[src/rtl/fifo_rd_arbiter_if.sv]
// Bus bundle between the two-source FIFO read arbiter and its sources/consumer.
interface fifo_rd_arbiter_if #(
  parameter int unsigned DATA_WIDTH = 8
);
  logic                  arb_en;
  logic                  src0_empty;
  logic [DATA_WIDTH-1:0] src0_rd_data;
  logic                  src0_rd_inc;
  logic                  src1_empty;
  logic [DATA_WIDTH-1:0] src1_rd_data;
  logic                  src1_rd_inc;
  logic                  tx_ready;
  logic [DATA_WIDTH-1:0] tx_data;
  logic                  tx_valid;
  logic                  grant_vld;
  logic                  grant_id;

  modport master (
    input  arb_en, src0_empty, src0_rd_data, src1_empty, src1_rd_data, tx_ready,
    output src0_rd_inc, src1_rd_inc, tx_data, tx_valid, grant_vld, grant_id
  );

  modport slave (
    output arb_en, src0_empty, src0_rd_data, src1_empty, src1_rd_data, tx_ready,
    input  src0_rd_inc, src1_rd_inc, tx_data, tx_valid, grant_vld, grant_id
  );
endinterface

[src/rtl/fifo_rd_arbiter.sv]
// Round-robin burst arbiter popping two FIFO read ports into one registered
// valid/ready transmit stage.
module fifo_rd_arbiter #(
  parameter int unsigned DATA_WIDTH = 8,
  parameter int unsigned BURST_MAX  = 4
) (
  input  logic                  CLK,
  input  logic                  RST,
  fifo_rd_arbiter_if.master     arb_bus
);

  localparam int unsigned CNT_W    = 4;
  localparam logic [CNT_W-1:0] LAST_CNT = CNT_W'(BURST_MAX - 1);

  typedef enum logic {
    IDLE  = 1'b0,
    SERVE = 1'b1
  } state_t;

  state_t                r_state, w_state_nxt;
  logic [CNT_W-1:0]      r_burst, w_burst_nxt;
  logic                  r_last_src, w_last_src_nxt;
  logic                  r_grant_vld, w_grant_vld_nxt;
  logic                  r_grant_id, w_grant_id_nxt;
  logic                  r_tx_valid, w_tx_valid_nxt;
  logic [DATA_WIDTH-1:0] r_tx_data, w_tx_data_nxt;
  logic                  w_free;
  logic                  w_sel_empty;
  logic                  w_pop;

  // Next-state, grant selection and pop decision
  always_comb begin
    w_state_nxt     = r_state;
    w_burst_nxt     = r_burst;
    w_last_src_nxt  = r_last_src;
    w_grant_id_nxt  = r_grant_id;
    w_tx_valid_nxt  = r_tx_valid;
    w_tx_data_nxt   = r_tx_data;
    w_grant_vld_nxt = 1'b0;
    w_pop           = 1'b0;
    w_free          = !r_tx_valid || arb_bus.tx_ready;
    w_sel_empty     = r_grant_id ? arb_bus.src1_empty : arb_bus.src0_empty;

    case (r_state)
      IDLE: begin
        if (arb_bus.arb_en && !(arb_bus.src0_empty && arb_bus.src1_empty)) begin
          // Both non-empty: alternate; otherwise the non-empty one (src0 empty -> 1)
          w_grant_id_nxt = (!arb_bus.src0_empty && !arb_bus.src1_empty) ?
                           ~r_last_src : arb_bus.src0_empty;
          w_last_src_nxt = w_grant_id_nxt;
          w_burst_nxt    = '0;
          w_state_nxt    = SERVE;
        end
      end
      SERVE: begin
        w_pop = !w_sel_empty && w_free && !RST;
        if (w_pop) begin
          w_burst_nxt = r_burst + CNT_W'(1);
        end
        if (w_sel_empty || !arb_bus.arb_en || (w_pop && (r_burst == LAST_CNT))) begin
          w_state_nxt = IDLE;
        end
      end
      default: w_state_nxt = IDLE;
    endcase

    if (w_pop) begin
      w_tx_valid_nxt = 1'b1;
      w_tx_data_nxt  = r_grant_id ? arb_bus.src1_rd_data : arb_bus.src0_rd_data;
    end else if (arb_bus.tx_ready) begin
      w_tx_valid_nxt = 1'b0;
    end

    w_grant_vld_nxt = (w_state_nxt == SERVE);
  end

  // State and output registers
  always_ff @(posedge CLK) begin
    if (RST) begin
      r_state     <= IDLE;
      r_burst     <= '0;
      r_last_src  <= 1'b1;
      r_grant_vld <= 1'b0;
      r_grant_id  <= 1'b0;
      r_tx_valid  <= 1'b0;
      r_tx_data   <= '0;
    end else begin
      r_state     <= w_state_nxt;
      r_burst     <= w_burst_nxt;
      r_last_src  <= w_last_src_nxt;
      r_grant_vld <= w_grant_vld_nxt;
      r_grant_id  <= w_grant_id_nxt;
      r_tx_valid  <= w_tx_valid_nxt;
      r_tx_data   <= w_tx_data_nxt;
    end
  end

  assign arb_bus.src0_rd_inc = w_pop && !r_grant_id;
  assign arb_bus.src1_rd_inc = w_pop &&  r_grant_id;
  assign arb_bus.tx_data     = r_tx_data;
  assign arb_bus.tx_valid    = r_tx_valid;
  assign arb_bus.grant_vld   = r_grant_vld;
  assign arb_bus.grant_id    = r_grant_id;

endmodule

[src/flat_wrapper.sv]
// flat-port wrapper written by rule: the top's interface ports become plain ports
module fifo_rd_arbiter_flat 
#(
  parameter int unsigned DATA_WIDTH = 8,
  parameter int unsigned BURST_MAX  = 4
)
  (CLK, RST, arb_bus_arb_en, arb_bus_src0_empty, arb_bus_src0_rd_data, arb_bus_src1_empty, arb_bus_src1_rd_data, arb_bus_tx_ready, arb_bus_src0_rd_inc, arb_bus_src1_rd_inc, arb_bus_tx_data, arb_bus_tx_valid, arb_bus_grant_vld, arb_bus_grant_id);
  fifo_rd_arbiter_if #(.DATA_WIDTH(DATA_WIDTH)) arb_bus_i ();
  input  logic CLK;
  input  logic RST;
  input wire logic [$bits(arb_bus_i.arb_en)-1:0] arb_bus_arb_en;
  input wire logic [$bits(arb_bus_i.src0_empty)-1:0] arb_bus_src0_empty;
  input wire logic [$bits(arb_bus_i.src0_rd_data)-1:0] arb_bus_src0_rd_data;
  input wire logic [$bits(arb_bus_i.src1_empty)-1:0] arb_bus_src1_empty;
  input wire logic [$bits(arb_bus_i.src1_rd_data)-1:0] arb_bus_src1_rd_data;
  input wire logic [$bits(arb_bus_i.tx_ready)-1:0] arb_bus_tx_ready;
  output wire logic [$bits(arb_bus_i.src0_rd_inc)-1:0] arb_bus_src0_rd_inc;
  output wire logic [$bits(arb_bus_i.src1_rd_inc)-1:0] arb_bus_src1_rd_inc;
  output wire logic [$bits(arb_bus_i.tx_data)-1:0] arb_bus_tx_data;
  output wire logic [$bits(arb_bus_i.tx_valid)-1:0] arb_bus_tx_valid;
  output wire logic [$bits(arb_bus_i.grant_vld)-1:0] arb_bus_grant_vld;
  output wire logic [$bits(arb_bus_i.grant_id)-1:0] arb_bus_grant_id;
  assign arb_bus_i.arb_en = arb_bus_arb_en;
  assign arb_bus_i.src0_empty = arb_bus_src0_empty;
  assign arb_bus_i.src0_rd_data = arb_bus_src0_rd_data;
  assign arb_bus_i.src1_empty = arb_bus_src1_empty;
  assign arb_bus_i.src1_rd_data = arb_bus_src1_rd_data;
  assign arb_bus_i.tx_ready = arb_bus_tx_ready;
  assign arb_bus_src0_rd_inc = arb_bus_i.src0_rd_inc;
  assign arb_bus_src1_rd_inc = arb_bus_i.src1_rd_inc;
  assign arb_bus_tx_data = arb_bus_i.tx_data;
  assign arb_bus_tx_valid = arb_bus_i.tx_valid;
  assign arb_bus_grant_vld = arb_bus_i.grant_vld;
  assign arb_bus_grant_id = arb_bus_i.grant_id;
  fifo_rd_arbiter #(.DATA_WIDTH(DATA_WIDTH), .BURST_MAX(BURST_MAX)) u_core (.CLK(CLK), .RST(RST), .arb_bus(arb_bus_i));
endmodule
[config.mk]
export PLATFORM = sky130hd
export DESIGN_NAME = fifo_rd_arbiter_flat
export DESIGN_NICKNAME = d
export VERILOG_FILES = /design/src/rtl/fifo_rd_arbiter_if.sv /design/src/rtl/fifo_rd_arbiter.sv /design/src/flat_wrapper.sv
export SDC_FILE = /design/constraint.sdc
export NUM_CORES = 1
export LEC_CHECK = 0
export ABC_AREA = 1
export BUFFER_PORTS_ARGS = -buffer_cell sky130_fd_sc_hd__buf_2
export CAP_MARGIN = 20
export CORE_MARGIN = 2
export CORE_UTILIZATION = 48
export CTS_CLUSTER_DIAMETER = 50
export DETAILED_ROUTE_END_ITERATION = 12
export GPL_TIMING_DRIVEN = 1
export PLACE_DENSITY_LB_ADDON = 0.2
export SYNTH_ARGS = -nofsm -noshare
export SYNTH_HDL_FRONTEND = slang
export SYNTH_SLANG_ARGS = --single-unit
[constraint.sdc]
create_clock -name CLK -period 2.26 [get_ports CLK]
set_input_delay 0.339 -clock CLK [delete_from_list [all_inputs] [get_ports CLK]]
set_output_delay 0.339 -clock CLK [all_outputs]
set_load 0.1 [all_outputs]
==> results of run 1 <==
==> power groups by stage <==
stage | Sequential [W] | Combinational (W) | Clock [W]
2_1_floorplan | 0.000359 | 0.0000540 | 0
3_3_place_gp | 0.000309 | 0.000133 | 0
3_5_place_dp | 0.000309 | 0.000135 | 0
4_1_cts | 0.000303 | 0.000136 | 0.000152
5_1_grt | 0.000304 | 0.000146 | 0.000162
6_report | 0.000302 | 0.000136 | 0.000145
==> layout by cell type, fill, tap and decap left out, drive strengths merged <==
master	instances
buf	32
a21oi	16
dfxtp	16
nand2	16
o21ai	10
nand3	9
mux2i	8
inv	6
nor2	6
clkbuf	5
xnor2	2
nand4	1
ha	1
==> worst max path at each step <==
stage | to | slack [ps] | start | cells past startpoint
5_1_grt | arb_bus_src1_rd_inc | 120 | u_core.arb_bus.grant_id$_SDFFE_PP0P_ | 6
3_5_place_dp | arb_bus_src1_rd_inc | 340 | u_core.arb_bus.grant_id$_SDFFE_PP0P_ | 5
4_1_cts | arb_bus_src0_rd_inc | 20 | u_core.arb_bus.grant_id$_SDFFE_PP0P_ | 5
3_3_place_gp | arb_bus_src0_rd_inc | 370 | u_core.arb_bus.grant_id$_SDFFE_PP0P_ | 5
2_1_floorplan | arb_bus_src0_rd_inc | 160 | u_core.arb_bus.tx_valid$_SDFFE_PP0P_ | 3
6_report | arb_bus_src0_rd_inc | 210 | u_core.arb_bus.grant_id$_SDFFE_PP0P_ | 6
==> what timing repair did <==
action	in CTS	in global routing
setup endpoints to repair	0	2
hold buffers	0	0
resized for setup	0	3
==> state kept, by name, indices dropped and copies added (netlist names) <==
signal,cells
u_core.r_burst,4
u_core.r_state,1
u_core.arb_bus.tx_data,8
u_core.arb_bus.grant_id,1
u_core.arb_bus.tx_valid,1
u_core.r_last_src,1
==> metrics by stage <==
step,util (%),cells
finish,65.0,144
global route,65.0,144
CTS,64.5,144
detailed placement,63.1,141
global placement,63.1,141
floorplan,-,95
==> layer usage <==
layer | GRT usage, % | up-vias | wire, µm
met1 | 21.1 | 353 | 721
met3 | 6.53 | 2 | 116
met2 | 35.4 | 28 | 884
li1 | - | 392 | -
met5 | 0 | - | 0
met4 | 8.48 | 0 | 18
==> area by class of cell <==
| type | instances | area share (%) |
|---|---|---|
| Multi-Input combinational cell | 69 | 42.9 |
| Inverter | 6 | 2.27 |
| Clock buffer | 3 | 2.27 |
| Timing Repair Buffer | 34 | 17.7 |
| Sequential cell | 16 | 32.8 |
| Tap cell | 16 | 2.02 |
==> logic make-up after synthesis <==
| group | count (synthesis) |
|---|---|
| AOI/OAI and AO/OA | 26 |
| buffers and inverters | 10 |
| muxes | 8 |
| DFF | 16 |
| adders and majority gates | 1 |
| xor gates and xnor gates | 2 |
| and+or+nand+nor | 32 |
==> flow_metrics.py, run 1 <==
metrics = {
    "cts": {
        "htree_levels": 1,
        "tritoncts": "done",
        "insertion_delay_ps": 280,
        "cts_buffer_depth": 2,
        "post_cts_buffers": 0,
        "cts_inserted_buffers": 3,
        "root_buffer": "clkbuf_4",
        "path_clk_slew_ps": 90,
        "clock-sinks": 16,
    },
    "power": {
        "p_int_w": 0.000389,
        "swShare_pct": 33.2,
        "power_frac_comb_pct": 23.3,
        "p_clk_share_pct": 24.9,
        "p_leak_nw": 0.458,
        "vdd_drop_max_uv": 434,
        "power.density_nw_per_um2": 588,
        "p_sw_w": 0.000194,
        "p_seq_share_pct": 51.8,
        "finalPower_w": 0.000583,
    },
    "critical_path": {
        "cp_slowest_cell": "dfxtp_4",
        "crit_top_cell": "nand2_1",
        "reg2reg_setup_slack_ps": 920,
        "worstPathCellList": "inv_2 > nand2_1 > nand2_1 > nand3_1 > nor2_4 > clkbuf_4",
        "crit_path_max_incr_delay_ps": 430,
        "worstPathArrival_ps": 1710,
        "crit_type": "register to output pin",
        "cp_top_family": "simple AND/OR/NAND/NOR gates",
        "reg2reg_from": "u_core.arb_bus.grant_id$_SDFFE_PP0P_",
        "worstPathBufferInverterCount": 2,
        "end_kind": "output pin",
        "worst-path-max-fanout": 14,
        "r2r_end": "u_core.arb_bus.tx_data[3]$_SDFFE_PP0P_",
        "start_kind": "register",
        "reg2reg_depth": 6,
        "crit_required_ps": 1920,
    },
    "sta": {
        "setup_tns_ps": 0,
        "drv_slew": 0,
        "final.period_utilization_pct": 90.6,
        "worst_hold_slack_ps": 307,
        "max_freq_ghz": 0.488,
        "period_needed_ps": 2050,
        "skew_ps": 5.21,
        "tightestPinTransition_ps": 489,
        "rsz0062_at_grt": "false",
        "setup_viol_count_final": 0,
        "worst_slack_ps": 211,
        "hold_viol_final": 0,
        "relSlewSlack_pct": 67.6,
    },
    "floorplanning": {
        "die_area_um2": 1980,
        "start_util_pct": 51.7,
        "ioPinCount": 35,
        "num_rows": 14,
        "die_x_um": 44.5,
        "die_h_um": 44.5,
        "core_area_um2": 1520,
    },
    "placed_design": {
        "port-buffer-count": 34,
        "dpl_worst_slack_ps": 345,
        "dpl_cell_area_um2": 961,
        "gp_congestion": 0.869,
        "hpwl_um": 1290,
    },
    "logic_synthesis": {
        "synthCells": 95,
        "synth.largest_area_cell": "dfxtp_1",
        "synth-seq-area-share_pct": 40.6,
        "synthXorXnorAreaFrac_pct": 2.22,
        "synth_cell_types": 21,
        "yosys.area.top_type_share_pct": 40.6,
        "synth_ff_type": "dfxtp_1",
        "syn_area_per_cell_um2": 8.30,
        "synthSimpleGateAreaFrac_pct": 20.6,
        "yosys_warnings": 0,
        "yosysMostFrequentCell": "dfxtp_1",
        "syn-num-nets": 118,
        "synth_compound_area_share_pct": 17.5,
        "ys_ff_latch": 16,
        "synth_top_family_by_area": "simple AND/OR/NAND/NOR gates",
        "async_reset_ff_share_pct": 0,
        "ys_top_cells_by_count": "dfxtp_1 (16), a21oi_1 (14), nand2_1 (13)",
        "synth_area_leaders": "dfxtp_1 (41%), mux2i_1 (10%), a21oi_1 (8.9%)",
        "synthMuxAreaShare_pct": 10.2,
        "synth_edf_count": 0,
        "synth_adder_area_share_pct": 1.59,
        "syn-cell-area_um2": 788,
    },
    "detailed_routing": {
        "avgRoutedWirePerCell_um": 12.1,
        "drtIter0Drc": 7,
        "vias_per_cell": 5.38,
        "drt-pass1-iter-count": 4,
        "vias": 775,
        "routed_wl_um": 1740,
        "antenna_left": 0,
        "drc": 0,
    },
    "run": {
        "drv_cap": 0,
    },
    "hold_path": {
        "hp-class": "input pin to register",
        "whs_path_depth": 2,
        "min_delay_worst_endpoint": "u_core.r_burst[3]$_SDFFE_PP0P_",
        "min_from": "RST",
    },
    "global_routing": {
        "grt_usage_pct": 19.9,
        "antenna_found_initial": 0,
        "grt_overflow": 0,
        "grt_max_degree": 20,
        "grt_pass1_vias": 686,
        "grt_first_pass_wirelength_um": 2840,
    },
    "final_layout": {
        "stdcell_area_um2": 991,
        "n_fill_cell": 137,
        "multi_input_area_um2": 425,
        "regArea_um2": 325,
        "nNetsFinal": 153,
        "area_delta_synth_final_pct": 25.7,
        "drive_above_1_share_pct": 38.3,
        "diodes": 0,
    },
    "run_status": {
        "status": "finished clean",
    },
}
Note: power is estimated with default switching activity, not from simulation.
==> run 2: changes to the inputs <==
ABC_AREA = unset   (was 1)
CORE_UTILIZATION = 47   (was 48)
GPL_TIMING_DRIVEN = unset   (was 1)
==> run 2 against run 1 <==
Global-route usage shrank 1.7 points. Flip-flop and latch count unchanged. Cell count is 7.6% lower. Clock power is 30% higher. Largest power group unchanged.
==> flow_metrics.py, run 2 <==
metrics = {
    "run_status": {
        "status": "finished clean",
    },
    "cts": {
        "root_buffer": "clkbuf_4",
        "insertion_delay_ps": 280,
        "cts_buffer_depth": 2,
        "clock-sinks": 16,
        "path_clk_slew_ps": 90,
        "cts-hold-fix-buffers": 0,
        "post_cts_buffers": 0,
        "tritoncts": "done",
        "htree_levels": 1,
        "cts_inserted_buffers": 3,
        "cts_resized": 0,
    },
    "logic_synthesis": {
        "synth_edf_count": 0,
        "synth_adder_area_share_pct": 1.66,
        "yosys_warnings": 0,
        "ys_ff_latch": 16,
        "syn_area_per_cell_um2": 9.19,
        "syn-num-nets": 105,
        "synth_compound_area_share_pct": 14.6,
        "synth.largest_area_cell": "dfxtp_1",
        "synth_ff_type": "dfxtp_1",
        "syn-cell-area_um2": 753,
        "synth-seq-area-share_pct": 42.5,
        "synthMuxAreaShare_pct": 12.5,
        "ys_top_cells_by_count": "dfxtp_1 (16), nor2_1 (10), a211oi_1 (8), mux2i_1 (8)",
        "async_reset_ff_share_pct": 0,
        "synthSimpleGateAreaFrac_pct": 25.4,
        "synthXorXnorAreaFrac_pct": 0,
        "synth_area_leaders": "dfxtp_1 (43%), mux2i_1 (11%), a211oi_1 (8.0%)",
        "synth_cell_types": 28,
        "yosys.area.top_type_share_pct": 42.5,
        "yosysMostFrequentCell": "dfxtp_1",
        "synth_top_family_by_area": "simple AND/OR/NAND/NOR gates",
        "synthCells": 82,
    },
    "global_routing": {
        "grt_usage_pct": 18.2,
        "grt_pass1_vias": 650,
        "grt_max_degree": 20,
        "grt_first_pass_wirelength_um": 2680,
        "grt_overflow": 0,
        "antenna_found_initial": 0,
    },
    "sta": {
        "relSlewSlack_pct": 67.6,
        "drv_slew": 0,
        "hold_viol_final": 0,
        "max_freq_ghz": 0.532,
        "period_needed_ps": 1880,
        "setup_viol_count_final": 0,
        "tightestPinTransition_ps": 489,
        "worst_hold_slack_ps": 331,
        "rsz0062_at_grt": "false",
        "final.period_utilization_pct": 83.2,
        "setup_tns_ps": 0,
        "skew_ps": 3.31,
    },
    "final_layout": {
        "final_util_pct": 67.4,
        "diodes": 0,
        "layout_commonest_cell": "buf_2",
        "stdcell_area_um2": 1020,
        "largest_reg_flops": 8,
        "layout_common_cells": "buf_2 (32), dfxtp_1 (13), nor2_1 (9), mux2i_1 (8), a211oi_1 (8)",
        "stdcell_count": 133,
        "area_delta_synth_final_pct": 34.9,
        "drive_above_1_share_pct": 40.2,
        "nNetsFinal": 141,
    },
    "placed_design": {
        "dp.cells": 129,
        "hpwl_um": 1130,
        "port-buffer-count": 34,
        "dpl_cell_area_um2": 980,
        "gp_congestion": 0.773,
    },
    "detailed_routing": {
        "vias_per_cell": 5.34,
        "antenna_left": 0,
        "drt-pass1-iter-count": 3,
        "drtIter0Drc": 6,
        "routed_wl_um": 1520,
        "drc": 0,
        "vias": 710,
        "avgRoutedWirePerCell_um": 11.4,
    },
    "floorplanning": {
        "core_area_um2": 1510,
        "ioPinCount": 35,
        "num_rows": 14,
        "die_h_um": 44.0,
        "start_util_pct": 50.0,
        "die_area_um2": 1940,
        "die_x_um": 44.0,
    },
    "critical_path": {
        "end_kind": "output pin",
        "crit_type": "register to output pin",
        "worst-path-max-fanout": 7,
        "worstPathArrival_ps": 1540,
        "start_kind": "register",
        "crit_required_ps": 1920,
    },
    "run": {
        "drv_cap": 0,
    },
    "power": {
        "p_leak_nw": 0.427,
        "power.density_nw_per_um2": 616,
        "vdd_drop_max_uv": 435,
    },
    "hold_path": {
        "hp-class": "input pin to register",
    },
}
==> run 2: routing by layer <==
layer | GRT usage (%) | wire, µm
met1 | 25.6 | 722
met2 | 27.4 | 724
met3 | 3.67 | 69
met4 | 7.27 | 0
met5 | 0 | 0
==> run 2: power breakdown <==
part	total [W]	leakage (nW)	switching (W)	internal [W]
combinational	0.000138	0.275	0.0000963	0.0000417
clock	0.000188	0.0210	0.0000905	0.0000979
sequential	0.000300	0.131	0.00000751	0.000292
==> run 2: path summary, 6_finish.rpt <==
path	cells past startpoint	slack (ps)	end	start
hold reg to reg	2	490	u_core.r_burst[1]$_SDFFE_PP0P_	u_core.r_burst[1]$_SDFFE_PP0P_
setup reg to reg	4	740	u_core.r_burst[3]$_SDFFE_PP0P_	u_core.arb_bus.grant_id$_SDFFE_PP0P_
hold / removal	3	330	u_core.r_state$_SDFF_PP0_	arb_bus_arb_en
setup / recovery	4	380	arb_bus_src0_rd_inc	u_core.arb_bus.grant_id$_SDFFE_PP0P_
==> run 2: cell type report <==
cell class | count | area, µm²
sequential | 16 | 324
inverter | 1 | 3.75
timing repair buffer | 36 | 215
multi-input combinational | 60 | 417
clock buffer | 4 | 36.3
fill | 135 | 490
tap | 16 | 20.0
==> run 2: critical path: stages, from the launching register on <==
cell and delay [ps]:
dfxtp_2 350, mux2i_2 290, nand4b_2 260, nor2_4 170, buf_12 180
==> run 2: cells by family (layout without fill, tap and decap cells) <==
family | Yosys count | count (layout)
muxes | 9 | 9
AOI/OAI and AO/OA | 16 | 16
adders and majority gates | 1 | 1
DFF | 16 | 16
buffers and inverters | 6 | 41
and+or+nand+nor | 34 | 34
==> run 2: stage by stage <==
step	worst slack, ps	power (W)
after floorplan	15.6	0.000408
after global placement	622	0.000443
after detailed placement	603	0.000445
after CTS	361	0.000632
after global routing	270	0.000658
final	381	0.000626
==> run 3: changes to the inputs <==
CORE_UTILIZATION = 44   (was 47)
clock period = 1.9 ns   (was 2.26 ns; I/O delays follow)
==> run 3 against run 2 <==
Count of clock-buffer cells in the layout unchanged. Global-route usage up 0.96 points. Critical endpoint is now arb_bus_src1_rd_inc. Largest cell class unchanged. Flip-flop and latch count unchanged. Non-clock buffer count unchanged. Die area up 6.2%. Via count up 1.8%. Wire length up 9.2%. Sequential share of layout area down 0.41 points. Critical path depth unchanged. Critical path type unchanged.
==> flow_metrics.py, run 3 (synthesized netlist as in run 2, its figures left out) <==
metrics = {
    "run_status": {
        "status": "finished clean",
    },
    "sta": {
        "worst_hold_slack_ps": 268,
        "max_freq_ghz": 0.554,
        "setup_tns_ps": 0,
        "setup_viol_count_final": 0,
        "rsz0062_at_grt": "false",
        "skew_ps": 7.81,
        "final.period_utilization_pct": 95.0,
        "tightestPinTransition_ps": 490,
        "period_needed_ps": 1810,
        "hold_viol_final": 0,
        "drv_slew": 0,
        "worst_slack_ps": 94.4,
        "relSlewSlack_pct": 67.6,
    },
    "critical_path": {
        "reg2reg_from": "u_core.arb_bus.grant_id$_SDFFE_PP0P_",
        "worstPathArrival_ps": 1520,
        "crit_type": "register to output pin",
        "crit_required_ps": 1620,
        "end_kind": "output pin",
        "r2r_end": "u_core.arb_bus.tx_data[6]$_SDFFE_PP0P_",
        "start_kind": "register",
        "worst-path-max-fanout": 4,
        "reg2reg_depth": 5,
        "reg2reg_setup_slack_ps": 410,
    },
    "final_layout": {
        "layout_commonest_cell": "buf_2",
        "n_fill_cell": 139,
        "diodes": 0,
        "layout_common_cells": "buf_2 (32), dfxtp_1 (13), nor2_1 (9), mux2i_1 (8), a211oi_1 (8)",
        "largest_reg_flops": 8,
        "area_delta_synth_final_pct": 37.7,
        "final_util_pct": 66.5,
        "nNetsFinal": 141,
        "drive_above_1_share_pct": 40.2,
    },
    "placed_design": {
        "port-buffer-count": 34,
        "dpl_worst_slack_ps": 334,
        "gp_congestion": 0.725,
    },
    "floorplanning": {
        "num_rows": 14,
        "die_area_um2": 2060,
        "die_x_um": 45.4,
        "start_util_pct": 48.3,
        "die_h_um": 45.4,
        "core_area_um2": 1560,
        "ioPinCount": 35,
    },
    "global_routing": {
        "grt_max_degree": 20,
        "grt_pass1_vias": 650,
        "antenna_found_initial": 0,
        "grt_first_pass_wirelength_um": 2850,
        "grt_overflow": 0,
        "grt_usage_pct": 19.2,
    },
    "cts": {
        "insertion_delay_ps": 300,
        "htree_levels": 1,
        "root_buffer": "clkbuf_4",
        "cts_buffer_depth": 2,
        "clock-sinks": 16,
        "path_clk_slew_ps": 90,
        "tritoncts": "done",
        "cts_inserted_buffers": 3,
    },
    "detailed_routing": {
        "drtIter0Drc": 8,
        "drt-pass1-iter-count": 3,
        "avgRoutedWirePerCell_um": 12.4,
        "vias_per_cell": 5.44,
        "routed_wl_um": 1660,
        "antenna_left": 0,
        "drc": 0,
        "vias": 723,
    },
    "run": {
        "drv_cap": 0,
    },
    "power": {
        "p_leak_nw": 0.430,
        "power.density_nw_per_um2": 732,
        "vdd_drop_max_uv": 481,
        "finalPower_w": 0.000760,
    },
    "hold_path": {
        "min_delay_worst_endpoint": "u_core.r_state$_SDFF_PP0_",
        "whs_path_depth": 3,
        "hp-class": "input pin to register",
        "min_from": "arb_bus_arb_en",
    },
}
## run 3: power breakdown
part / internal, W / leakage [nW] / switching [W] / total, W
clock: 0.000117 / 0.0210 / 0.000116 / 0.000233
combinational: 0.0000520 / 0.277 / 0.000117 / 0.000169
sequential: 0.000347 / 0.132 / 0.0000102 / 0.000357
## run 3: cell type report
type | instances | area [µm²] | share of cell area (%)
clock buffer | 4 | 36.3 | 3.50
inverter | 1 | 3.75 | 0.362
multi-input combinational | 60 | 435 | 42.0
sequential | 16 | 327 | 31.5
tap | 16 | 20.0 | 1.93
timing repair buffer | 36 | 215 | 20.7
## run 3: worst max-delay path by stage
stage                                               startpoint                  end  slack, ps  cells past startpoint
after floorplan           u_core.arb_bus.grant_id$_SDFFE_PP0P_  arb_bus_src0_rd_inc          5                      3
after global placement                      arb_bus_src1_empty  arb_bus_src0_rd_inc        390                      5
after detailed placement                    arb_bus_src1_empty  arb_bus_src0_rd_inc        330                      5
after CTS                 u_core.arb_bus.grant_id$_SDFFE_PP0P_  arb_bus_src0_rd_inc         40                      4
after global routing      u_core.arb_bus.grant_id$_SDFFE_PP0P_  arb_bus_src1_rd_inc         40                      4
final                     u_core.arb_bus.grant_id$_SDFFE_PP0P_  arb_bus_src1_rd_inc         90                      4
## run 3: per-layer routing
layer  track usage [%]  vias to the layer above  part of all wire [%]  routed length (µm)
li1                  -                      370                     -                   -
met1              26.5                      329                    46                 758
met2              28.0                       21                    47                 786
met3              4.76                        3                   5.1                  85
met4              8.82                        0                   1.5                  25
met5                 0                        -                     0                   0
## run 3: critical path: stages (launching register included)
cell and delay [ps]:
dfxtp_4 380, mux2i_4 290, and4b_1 240, and2_4 160, buf_12 160
## run 3: through the flow
step / instance area, µm² / instances
finish: 1040 / 133
global route: 1040 / 133
CTS: 1020 / 133
detailed placement: 983 / 129
global placement: 983 / 129
floorplan: 769 / 82
## run 3: repair_timing
| action | 4_1_cts | 5_1_grt |
|---|---|---|
| buffers inserted | 0 | 0 |
| endpoints found under the hold margin | 0 | 0 |
| setup endpoints to repair | 0 | 1 |
| hold buffers | 0 | 0 |
| resized for setup | 0 | 2 |
